<file path="src/rtl/mem_arbiter.sv">
// Round-robin sharing of one single-port synchronous memory between the fetch port
// and the load/store port; sequences each access and formats byte lanes for lb/sb.
module mem_arbiter #(
    parameter int ADDR_W  = 10,
    parameter int MEM_LAT = 1
) (
    input  logic              clk,
    input  logic              rst,
    input  logic              i_req,
    input  logic [31:0]       i_addr,
    output logic              i_ack,
    output logic [31:0]       i_rdata,
    input  logic              d_req,
    input  logic              d_we,
    input  logic              d_bmode,
    input  logic [31:0]       d_addr,
    input  logic [31:0]       d_wdata,
    output logic              d_ack,
    output logic [31:0]       d_rdata,
    output logic              d_err,
    output logic              m_en,
    output logic              m_we,
    output logic [3:0]        m_be,
    output logic [ADDR_W-1:0] m_addr,
    output logic [31:0]       m_wdata,
    input  logic [31:0]       m_rdata
);
    localparam int   CNT_W      = $clog2(MEM_LAT + 1);
    localparam logic PORT_FETCH = 1'b0;
    localparam logic PORT_DATA  = 1'b1;

    typedef enum logic [1:0] {S_IDLE, S_ACCESS, S_RESP} state_t;

    state_t            r_state;
    state_t            w_state_next;
    logic              r_port;
    logic              r_last_grant;
    logic              r_we;
    logic              r_bmode;
    logic              r_err;
    logic [ADDR_W+1:0] r_addr;
    logic [3:0]        r_be;
    logic [31:0]       r_wdata;
    logic [31:0]       r_i_rdata;
    logic [31:0]       r_d_rdata;
    logic [CNT_W-1:0]  r_cnt;

    logic              w_grant;
    logic              w_grant_data;
    logic              w_misalign;
    logic              w_capture;
    logic              w_last_cnt;
    logic              w_in_access;
    logic [31:0]       w_sel_addr;
    logic [31:0]       w_load_data;
    logic [7:0]        w_lane [4];
    logic              w_unused;

    genvar gi;
    generate
        for (gi = 0; gi < 4; gi++) begin : g_lane
            assign w_lane[gi] = m_rdata[8*gi +: 8];
        end
    endgenerate

    assign w_load_data = r_bmode ? {{24{w_lane[r_addr[1:0]][7]}}, w_lane[r_addr[1:0]]}
                                 : m_rdata;
    assign w_sel_addr  = w_grant_data ? d_addr : i_addr;
    // Address bits above the memory size alias onto the same words.
    assign w_unused    = ^w_sel_addr[31:ADDR_W+2];
    assign w_last_cnt  = (r_cnt == CNT_W'(MEM_LAT));
    assign w_in_access = (r_state == S_ACCESS);

    always_comb begin
        w_state_next = r_state;
        w_grant      = 1'b0;
        w_grant_data = 1'b0;
        w_misalign   = 1'b0;
        w_capture    = 1'b0;
        case (r_state)
            S_IDLE: begin
                if (i_req || d_req) begin
                    w_grant      = 1'b1;
                    w_grant_data = d_req && (!i_req || (r_last_grant == PORT_FETCH));
                    w_misalign   = w_grant_data && !d_bmode && (d_addr[1:0] != 2'b00);
                    w_state_next = w_misalign ? S_RESP : S_ACCESS;
                end
            end
            S_ACCESS: begin
                if (w_last_cnt) begin
                    w_capture    = 1'b1;
                    w_state_next = S_RESP;
                end
            end
            S_RESP:   w_state_next = S_IDLE;
            default:  w_state_next = S_IDLE;
        endcase
    end

    always_ff @(posedge clk) begin
        if (rst) begin
            r_state      <= S_IDLE;
            r_port       <= PORT_FETCH;
            r_last_grant <= PORT_DATA;
            r_we         <= 1'b0;
            r_bmode      <= 1'b0;
            r_err        <= 1'b0;
            r_addr       <= '0;
            r_be         <= '0;
            r_wdata      <= '0;
            r_i_rdata    <= '0;
            r_d_rdata    <= '0;
            r_cnt        <= '0;
        end else begin
            r_state <= w_state_next;
            if (w_grant) begin
                r_port       <= w_grant_data;
                r_last_grant <= w_grant_data;
                r_we         <= w_grant_data && d_we;
                r_bmode      <= w_grant_data && d_bmode;
                r_err        <= w_misalign;
                r_addr       <= w_sel_addr[ADDR_W+1:0];
                r_cnt        <= '0;
                r_be         <= (w_grant_data && d_bmode) ? (4'b0001 << d_addr[1:0]) : 4'b1111;
                // Byte stores replicate the byte so every lane carries it.
                r_wdata      <= !w_grant_data ? 32'h0 :
                                d_bmode       ? {4{d_wdata[7:0]}} : d_wdata;
            end else if (w_in_access) begin
                r_cnt <= r_cnt + 1'b1;
            end
            if (w_capture) begin
                if (r_port == PORT_FETCH) begin
                    r_i_rdata <= m_rdata;
                end else if (!r_we) begin
                    r_d_rdata <= w_load_data;
                end
            end
        end
    end

    assign m_en    = w_in_access;
    assign m_we    = w_in_access && r_we && (r_cnt == '0);
    assign m_be    = w_in_access ? r_be : 4'b0000;
    assign m_addr  = w_in_access ? r_addr[ADDR_W+1:2] : '0;
    assign m_wdata = w_in_access ? r_wdata : 32'h0;

    assign i_ack   = (r_state == S_RESP) && (r_port == PORT_FETCH);
    assign d_ack   = (r_state == S_RESP) && (r_port == PORT_DATA);
    assign d_err   = (r_state == S_RESP) && r_err;
    assign i_rdata = r_i_rdata;
    assign d_rdata = r_d_rdata;

endmodule

</file>
<file path="config.mk">
export PLATFORM = sky130hd
export DESIGN_NAME = mem_arbiter
export DESIGN_NICKNAME = d
export VERILOG_FILES = /design/src/rtl/mem_arbiter.sv
export SDC_FILE = /design/constraint.sdc
export NUM_CORES = 1
export LEC_CHECK = 0
export BUFFER_PORTS_ARGS = -buffer_cell sky130_fd_sc_hd__buf_2
export CORE_AREA = 4 4 145 91
export CTS_BUF_LIST = sky130_fd_sc_hd__clkbuf_8 sky130_fd_sc_hd__clkbuf_16
export DETAILED_ROUTE_END_ITERATION = 7
export DIE_AREA = 0 0 149 95
export GPL_TIMING_DRIVEN = 0
export PLACE_DENSITY_LB_ADDON = 0.05
export SLEW_MARGIN = 20
export SYNTH_ARGS = -nofsm -noshare
export SYNTH_HDL_FRONTEND = slang
export SYNTH_SLANG_ARGS = --single-unit
</file>
<file path="constraint.sdc">
create_clock -name clk -period 1.75 [get_ports clk]
set_input_delay 0.0875 -clock clk [delete_from_list [all_inputs] [get_ports clk]]
set_output_delay 0.0875 -clock clk [all_outputs]
set_load 0.02 [all_outputs]
</file>
# Yosys cells after proc, flatten, opt, wreduce, memory -nomap -nowiden
# Index checks and enable logic that the tools add are counted.
dict set report totals {
  romBits 0
  mem_count 0
  in_bits 134
  word_cells 67
  reg_bits 120
  ramBits 0
  latchBits 0
}
dict set report classes {
  order_cmp 1
  n_mul 0
  muxes 23
  n_eq_ne 4
  shift 1
  bitwise_logic 5
  reduce_logical 20
  div 0
  add_sub_neg 1
}
# operator n
set ops {}
lappend ops {{$mux 32} 4}
lappend ops {{$bmux 8 s2} 1}
lappend ops {{$mux 8} 2}
lappend ops {{$mux 12} 1}
lappend ops {{$logic_and 1x1->1} 10}
lappend ops {{$mux 10} 1}
lappend ops {{$mux 1} 8}
lappend ops {{$mux 4} 2}
lappend ops {{$mux 2} 3}
lappend ops {{$ne 2x2->1 const B} 2}
lappend ops {{$not 1->1} 4}
lappend ops {{$pmux 2 s2} 1}
lappend ops {{$reduce_and 2->1} 2}
lappend ops {{$shl 1x2->4 const A} 1}
lappend ops {{$ge 3x3->1 const B} 1}
lappend ops {{$not 2->3} 1}
lappend ops {{$reduce_and 3->1} 1}
lappend ops {{$eq 2x1->1 const B} 1}
lappend ops {{$eq 2x2->1 const B} 1}
lappend ops {{$logic_not 1->1} 2}
lappend ops {{$logic_not 2->1} 1}
lappend ops {{$logic_or 1x1->1} 2}
lappend ops {{$reduce_bool 2->1} 1}
lappend ops {{$reduce_or 2->1} 1}
lappend ops {{$add 1x1->1 const B} 1}

# Depth between registers and ports, before layout
dict set report depth {
  depth_word 8
  depth_mapped 8
  depth_no_buf 4
}

# Worst setup path after synthesis
# Ideal clock, no wire load.
dict set report synth_timing {
  path_kind {flip-flop to output port}
  start {register r_state[1]}
  end {output port m_wdata[17]}
  required_time_ns 1.662
  setup_slack_ns 0.268
  path_stages_with_launch 7
  t_arrival_ns 1.394
  cell_sequence {dfxtp_1 buf_6 nand2b_1 buf_2 inv_2 clkbuf_1 and2_1}
}
dict set report synth_via {
  elab_chain_len 2
}
# item line_no
set synth_lines {}
lappend synth_lines {{start, declared} 34} ;# state_t r_state;
lappend synth_lines {{start signal, assigned} 115} ;# r_state <= w_state_next;
lappend synth_lines {{$eq 2x1->1} 72} ;# assign w_in_access = (r_state == S_ACCESS);
lappend synth_lines {{net m_en} 21} ;# output logic m_en,
lappend synth_lines {{$mux 32} 145} ;# assign m_wdata = w_in_access ? r_wdata : 32'h0;
lappend synth_lines {{end, declared} 25} ;# output logic [31:0] m_wdata,
# The timed path passes the listed nets, and every way through them passes these cells.

# Final worst setup path
dict set report layout_timing {
  start {register r_state[1]}
  end {register r_addr[8]}
}
dict set report layout_via {
  elab_chain_len 3
  elab_cells_between_ends 4
  cone_classes {mux (3); reduce/logical (1)}
}
# item line_no
set layout_lines {}
lappend layout_lines {{$logic_not 2->1 (*)} 80} ;# case (r_state)
lappend layout_lines {{$mux 1} 80}
lappend layout_lines {{$mux 12} 68} ;# assign w_sel_addr = w_grant_data ? d_addr : i_addr;
lappend layout_lines {{end signal, assigned} 122} ;# r_addr <= w_sel_addr[ADDR_W+1:0];
lappend layout_lines {{end, declared} 41} ;# logic [ADDR_W+1:0] r_addr;
# Every way passes the cells marked *; elsewhere a longest branch is shown, timed or not.
# A chain may end at the register's enable or synchronous reset.

==> flow_summary.json <==
{
  "outcome": "finished, final reports clean",
  "synth_area_leaders": "dfxtp_1 (43%), a21oi_1 (6.8%), and2_1 (5.1%)",
  "post-route-util": 0.723,
  "power_leakage_uw": 0.00372,
  "layout.cells.non_filler": 1077,
  "intPower_uw": 6020,
  "setup_viol": 0,
  "relSlewSlack": 0.509,
  "insertion_delay_ns": 0.42,
  "hold_depth": 2,
  "coreArea_mm2": 0.0119,
  "ff_latch_area_mm2": 0.00240,
  "vias_per_cell": 5.49,
  "fin_nets": 1032,
  "cts_buffer_depth": 2,
  "peakVddDrop_mv": 0.738,
  "timing.fmax_ghz": 0.578,
  "p_per_area_mw_per_mm2": 961,
  "synth.most_common_cell": "dfxtp_1",
  "cts_tree": "built",
  "rows": 31,
  "clock_power_share": 0.462,
  "multi_input_area_mm2": 0.00295,
  "globalRoute.totalOverflow": 0,
  "crit_fanout": 10,
  "drt-initial-drc-count": 351,
  "finalCritPeriodShare": 0.988,
  "switching_share": 0.270,
  "area_growth_pct": 52.6,
  "drive_gt1_frac": 0.384,
  "synth-seq-cells": 120,
  "grt_pass1_vias": 5709,
  "die_y_um": 95,
  "syn_nets": 735,
  "slew_viol_final": 0,
  "routed_wirelength_um": 20400,
  "h-tree-depth": 4,
  "synth_ff_type": "dfxtp_1",
  "synth_warnings": 0,
  "critPathLaunchType": "flip-flop",
  "synth_top_area_frac": 0.427,
  "synth_area_per_cell_um2": 9.35,
  "synth_area_mm2": 0.00562,
  "crit_path_cell_trace": "buf_6 > buf_4 > buf_12 > nor2_8 > nand2b_4 > buf_2 > a2111oi_0",
  "dp_hpwl_um": 14600,
  "rsz0062_at_grt": "true",
  "cts_made_buffers": 17,
  "cpPeakStageDelay_ns": 0.41,
  "crit_type": "flip-flop to flip-flop",
  "power_frac_seq": 0.357,
  "place.gp.congestion": 0.889,
  "synth_cells": 601,
  "async_flop_share": 0,
  "antenna_found_initial": 0,
  "cts_root_buf": "clkbuf_16",
  "io_pins": 249,
  "clkSinkCount": 120,
  "clk_pin_slew_ns": 0.05,
  "hold_class": "primary input to flip-flop",
  "post-synth-top-area-cell": "dfxtp_1",
  "slowest_stage": "a2111oi_0",
  "rrSetupSlack_ns": 0.02,
  "r2r_cells": 7,
  "r2r-start": "r_state[1]",
  "grt_max_degree": 17,
  "period_minus_slack_ns": 1.73,
  "portBuffers": 207,
  "fp.dieW_um": 149,
  "grt_pass1_wl_um": 30800,
  "tightest_slew_ns": 0.736,
  "share_comb_of_total_power": 0.181,
  "reg2reg_to": "r_addr[8]",
  "final.fill_count": 937,
  "ant_nets": 0,
  "synth-edff-count": 0,
  "critPathCaptureType": "flip-flop",
  "hold-worst-slack_ns": 0.00468,
  "hold_viol_final": 0,
  "skew_ns": 0.0119,
  "cap_violations": 0,
  "dr.pass1.iters": 6,
  "start_util": 0.474,
  "drt-wirelength-per-cell_um": 18.9,
  "crit_start": "r_state[1]",
  "vias": 5910,
  "endpoint": "r_addr[8]",
  "drc": 0,
  "dieArea_mm2": 0.0142,
  "dp.cells": 973,
  "ys_types": 50,
  "worstPathRequired_ns": 2.03,
  "ys_seq_area_frac": 0.427,
  "grtUsageTotal": 0.282,
  "worstPathArrival_ns": 2.01,
  "p_sw_uw": 2230,
  "synth_common_cells": "dfxtp_1 (120), a21oi_1 (76), nand2_1 (71)"
}
## worst min path at each step
| stage | startpoint | slack (ns) | to |
|---|---|---|---|
| after floorplan | d_wdata[6] | 0.21 | r_wdata[6] |
| after global placement | d_we | 0.31 | r_we |
| after detailed placement | d_we | 0.30 | r_we |
| after CTS | d_wdata[6] | 0.0008 | r_wdata[6] |
| after global routing | d_wdata[6] | 0.02 | r_wdata[6] |
| final | d_wdata[6] | 0.005 | r_wdata[6] |
## layout by cell type, fill, tap and decap left out, types with 7 or more instances in the layout
cell type	Yosys	routed
o2bb2ai_2	19	19
dlygate4sd3_1	0	65
a21oi_1	76	76
buf_6	5	26
clkbuf_1	29	19
a22o_1	9	9
and2_4	0	19
nor3_1	24	24
buf_2	21	197
nand2_1	71	71
buf_4	3	18
a2111oi_0	12	7
o211ai_1	7	7
nand2b_1	31	30
mux2i_1	24	24
mux2_2	7	7
a311oi_1	29	29
clkbuf_16	0	20
dfxtp_1	120	118
o32ai_1	9	9
and2_1	46	27
## layer usage
layer | track usage | wire (um) | vias up
met5 | 0 | 0 | -
met4 | 0.0823 | 240 | 0
met3 | 0.0873 | 2210 | 24
met2 | 0.408 | 8600 | 302
met1 | 0.404 | 9310 | 2791
li1 | - | - | 2793
## power groups by stage
| stage | Clock, uW | Sequential, uW | Combinational [uW] |
|---|---|---|---|
| 3_3_place_gp | 0 | 2990 | 1150 |
| 6_report | 3810 | 2950 | 1490 |
| 5_1_grt | 3990 | 2960 | 1600 |
| 2_1_floorplan | 0 | 2990 | 736 |
| 4_1_cts | 3850 | 2940 | 1420 |
| 3_5_place_dp | 0 | 2990 | 1170 |
## through the flow
step	TNS [ns]	setup slack, ns	area, um2	total power, uW
2_1_floorplan	0	0.268	5620	3730
3_3_place_gp	-1.28	-0.0826	6860	4140
3_5_place_dp	-1.75	-0.113	6860	4170
4_1_cts	-0.281	-0.0340	8500	8210
5_1_grt	-0.0148	-0.00674	8580	8540
6_report	0	0.0207	8580	8250
## sequential cells by signal, summed over array words and instances (netlist names)
register,count
r_port,1
r_state,2
r_we,1
r_wdata,32
r_addr,12
i_rdata,32
r_bmode,1
r_last_grant,1
r_cnt,1
r_be,4
d_rdata,32
r_err,1
## cell type report
class                   instances  share of cell area
diodes                          1            0.000292
plain buffers                  59              0.0493
clock buffers                  19              0.0528
clock inverters                13              0.0223
inverters                       5             0.00277
multi-input cells             415               0.344
flip-flops and latches        120               0.280
well taps                     165              0.0241
repair buffers                280               0.224
## what timing repair did
| action | CTS | global route |
|---|---|---|
| pin swaps | 2 | 0 |
| hold buffers | 65 | 0 |
| gates cloned | 0 | 2 |
| endpoints found under the setup margin | 48 | 103 |
| buffers inserted | 5 | 1 |
| endpoints found under the hold margin | 75 | 0 |
| gates resized for setup | 93 | 25 |
## kinds of logic (layout without fill, tap and decap cells)
logic type,count (synthesis),after routing,share of synthesized area
simple gates,196,196,0.188
compound gates,187,187,0.261
buf+inv,66,376,0.0634
other cells,0,1,0
mux,32,32,0.0608
flops,120,120,0.427
## worst max-delay path, delay by kind of cell, from the launching register on
kind                   cells  cell delay [ns]
AO/OA/AOI/OAI              1             0.41
AND/OR/NAND/NOR            2             0.29
buffers and inverters      4             0.59
flip-flops                 1             0.30
Power figures use the tool's default switching activity.
